===== src/rtl/param_counter.sv =====
// Up/down counter over the range 0..limit with wrap or saturate at the boundaries.
// Terminal-count pulse and sticky boundary flag are registered alongside count.
module param_counter #(
   parameter int unsigned    WIDTH     = 8,
   parameter logic [WIDTH-1:0] RESET_VAL = '0
) (
   input  logic             clk,
   input  logic             reset,
   input  logic             en,
   input  logic             up,
   input  logic             mode,
   input  logic             load,
   input  logic [WIDTH-1:0] load_val,
   input  logic [WIDTH-1:0] limit,
   input  logic             clr_ovf,
   output logic [WIDTH-1:0] count,
   output logic             tc,
   output logic             ovf
);

   logic [WIDTH-1:0] count_q, count_d;
   logic             tc_q, tc_d;
   logic             ovf_q, ovf_d;
   logic             at_top, at_bottom;

   // Counts above limit (after limit is lowered) still count as the top boundary.
   assign at_top    = (count_q >= limit);
   assign at_bottom = (count_q == '0);

   always_comb begin
      count_d = count_q;
      tc_d    = 1'b0;
      if (load) begin
         count_d = (load_val > limit) ? limit : load_val;
      end else if (en) begin
         if (up) begin
            if (at_top) begin
               count_d = mode ? limit : '0;
               tc_d    = 1'b1;
            end else begin
               count_d = count_q + 1'b1;
            end
         end else begin
            if (at_bottom) begin
               count_d = mode ? '0 : limit;
               tc_d    = 1'b1;
            end else begin
               count_d = count_q - 1'b1;
            end
         end
      end
      // A boundary event on the same edge as a clear keeps the flag set.
      if (tc_d) begin
         ovf_d = 1'b1;
      end else if (clr_ovf) begin
         ovf_d = 1'b0;
      end else begin
         ovf_d = ovf_q;
      end
   end

   always_ff @(posedge clk) begin
      if (reset) begin
         count_q <= RESET_VAL;
         tc_q    <= 1'b0;
         ovf_q   <= 1'b0;
      end else begin
         count_q <= count_d;
         tc_q    <= tc_d;
         ovf_q   <= ovf_d;
      end
   end

   assign count = count_q;
   assign tc    = tc_q;
   assign ovf   = ovf_q;

endmodule


===== config.mk =====
export PLATFORM = sky130hd
export DESIGN_NAME = param_counter
export DESIGN_NICKNAME = d
export VERILOG_FILES = /design/src/rtl/param_counter.sv
export SDC_FILE = /design/constraint.sdc
export NUM_CORES = 1
export LEC_CHECK = 0
export CORE_MARGIN = 2
export CORE_UTILIZATION = 45
export DETAILED_ROUTE_END_ITERATION = 10
export GPL_TIMING_DRIVEN = 0
export PLACE_DENSITY = 0.78
export RECOVER_POWER = 50
export SYNTH_ARGS = -nofsm -noshare
export SYNTH_HDL_FRONTEND = slang
export SYNTH_SLANG_ARGS = --single-unit

===== constraint.sdc =====
create_clock -name clk -period 3.02 [get_ports clk]
set_input_delay 0.604 -clock clk [delete_from_list [all_inputs] [get_ports clk]]
set_output_delay 0.604 -clock clk [all_outputs]
set_load 0.05 [all_outputs]

==> key figures <==
Die
  • Rows: 22
  • Initial Utilization: 0.458
  • I/O Pins: 33
  • Die Y: 64.6 um
  • Core area: 3610 um^2
  • Die area: 4170 um^2
  • Chip width: 64.6 um

CTS
  • CTS clk-pin slew, worst paths: 60 ps
  • Maximum clock insertion buffer count: 2
  • CTS tree: yes
  • Root buf cell: clkbuf_8
  • H-tree depth: 1
  • CTS Buf Count: 3
  • Worst-skew pair later-pin latency: 250 ps
  • CTS Sinks: 10

Synth
  • Dominant cell type by area after synthesis: ha_1
  • Post-synth top area share: 0.144
  • Synth unique cells: 55
  • Ys async rst share: 0
  • Dominant register cell in the synthesized netlist: dfxtp_1
  • Yosys reg bits: 10
  • Synth Cell Area: 1650 um^2
  • Seq/Total Area, Yosys: 0.121
  • Main area contributors after synthesis: ha_1 (14%), dfxtp_1 (12%), a21oi_1 (4.2%)
  • Syn Nets: 249
  • Post-synth EDFFs: 0
  • Gate Count Post-Synth: 207
  • Synth Area per Inst: 7.97 um^2
  • Ys Warns: 0

Detailed routing
  • Post-Route WL: 4850 um
  • Vias post-DR: 1777
  • Routed Antenna Nets: 0
  • Detailed Routing Iterations Pass 1: 4
  • Routed length per instance: 16.5 um
  • Drt via density: 6.04
  • DRC: 0
  • Initial DRC count: 138

Power and ir drop
  • Cell area power density: 366 nW/um^2
  • VDD IR-drop max: 0.246 mV
  • Pleak: 0.873 nW

Setup path
  • CP Class: input pin to flop
  • Stages on the worst setup path: 9
  • Crit path required time: 3180 ps
  • Slowest stage cell on the critical path: clkdlybuf4s50_1
  • Critical path capture point type: flop
  • Critical path cell sequence: clkdlybuf4s50_1 -> inv_1 -> ha_1 -> nor2b_1 -> o31ai_1 -> a21o_2 -> nand2_1 -> a311o_1 -> a221oi_2
  • Worst-path fanout max: 5
  • CP top delay family: compound AO/OA/AOI/OAI gates
  • Crit-path max cell delay: 540 ps
  • Buf+Inv Stages, Crit Path: 2
  • Worst R2R Path Depth: 7
  • Crit path DAT: 3090 ps
  • Startpoint Class: input pin

Final layout
  • Ant. Diodes: 0
  • Post-layout util: 0.587
  • Layout Cells excl Fill: 294
  • Final #Nets: 289
  • Share of layout cells above drive strength 1: 0.154
  • Design area: 2120 um^2
  • Area growth syn-to-layout: 28.3%

Timing
  • Period minus WS final: 2920 ps
  • Fin. Hold Viols: 0
  • Slew Limit Fails: 0
  • Worst Clk Skew: 4.07 ps
  • Fmax: 342 MHz
  • Worst slew pin tran: 497 ps
  • RSZ-0062 raised after global routing: false
  • Period utilization: 0.968
  • TNS Setup: 0 ps
  • Worst slew margin: 0.666
  • Final setup vio count: 0

Min path
  • Hold depth: 2
  • Hold Crit Class: flop to flop

Placed design
  • Placed cell count: 285
  • Placed Area: 2010 um^2
  • GPL Wtd Cong: 0.939
  • Post-DP HPWL: 3660 um
  • Port bufs: 30

Global routing
  • Gr ovfl total: 0
  • Largest net degree at the start of global routing: 11
  • Number of global-route vias before repair: 1635
  • First-pass GRT wire length: 7980 um
  • Initial antenna violation count: 0
  • Tot GR Track Use: 0.245

Flow run
  • Max cap viols: 0

Outcome
  • Outcome: finished clean
layout make-up:
type                            count  area, um^2
Clock buffer                        4        55.1
Fill cell                         328        1490
Timing Repair Buffer               35         338
Tap cell                           48        60.1
Buffer                             11         134
Sequential cell                    10         200
Inverter                           15        56.3
Multi-Input combinational cell    171        1270
cells in the final DEF, fill, tap and decap left out, types with 5 or more instances in the layout:
cell             count
inv_1               15
buf_6                5
nand3_1              6
a211oi_1             6
nand2_1             14
clkbuf_8             9
buf_4                5
a31oi_1              5
o21ai_0              7
ha_1                19
nor2_1              16
a21oi_1             13
xnor2_1              7
clkdlybuf4s50_1     20
nor3_1              10
dlygate4sd3_1       10
dfxtp_1             10
worst min-delay path: stages, from the launching register on:
cell	delay (ps)
dfxtp_1	300
nand2b_1	70
a21oi_1	60
metrics by stage:
| stage | worst slack [ps] | total power (W) | hold slack (ps) |
|---|---|---|---|
| floorplan | 508 | 0.000465 | 694 |
| global route | 13.0 | 0.000819 | 499 |
| global placement | -251 | 0.000581 | 462 |
| detailed placement | -268 | 0.000585 | 482 |
| CTS | 17.9 | 0.000764 | 489 |
| finish | 96.7 | 0.000774 | 479 |
final timing paths:
kind | endpoint | slack [ps] | from
min | ovf | 480 | ovf
max reg2reg | count[3] | 610 | count[1]
min reg2reg | ovf | 480 | ovf
max | count[3] | 100 | limit[1]
timing repair:
item / 4_1_cts / 5_1_grt
resized for setup: 1 / 4
setup endpoints to repair: 1 / 6
pin swaps: 0 / 3
setup buffers: 0 / 5
cloned: 0 / 0
hold buffers: 0 / 0
where the power goes:
part           switching (W)  leakage, nW  internal [W]
clock network      0.0000629       0.0288      0.000115
logic               0.000247        0.762      0.000182
registers          0.0000222       0.0828      0.000145
synthesized netlist by cell type (all sizes together) (4+ instances only):
library cell / instances
ha: 19
nor2: 18
inv: 15
a21oi: 14
nand2: 14
nor3: 14
dfxtp: 10
o21ai: 9
a211oi: 8
xnor2: 7
nand3: 6
a2111oi: 5
a31oi: 5
buf: 5
clkbuf: 5
nand4: 4
nor3b: 4
xor2: 4
sequential cells by signal, summed over array words and instances, names as in the netlist:
register / flops
count: 8
ovf: 1
tc: 1
per-layer routing:
layer	vias up	share of wire	GRT usage
li1	866	-	-
met3	6	0.073	0.0573
met4	0	0.0064	0.0585
met1	824	0.45	0.342
met2	81	0.47	0.380
met5	-	0	0
kinds of logic (layout without fill, tap and decap cells):
group / Yosys count / in the layout / share of synthesized area
flip-flops: 10 / 10 / 0.121
adder cells (fa/ha/maj): 19 / 19 / 0.144
AND/OR/NAND/NOR: 70 / 70 / 0.235
multiplexers: 4 / 4 / 0.0250
buffers and inverters: 26 / 65 / 0.115
AO/OA/AOI/OAI: 67 / 67 / 0.301
XOR/XNOR: 11 / 11 / 0.0584
Power figures use the tool's default switching activity.
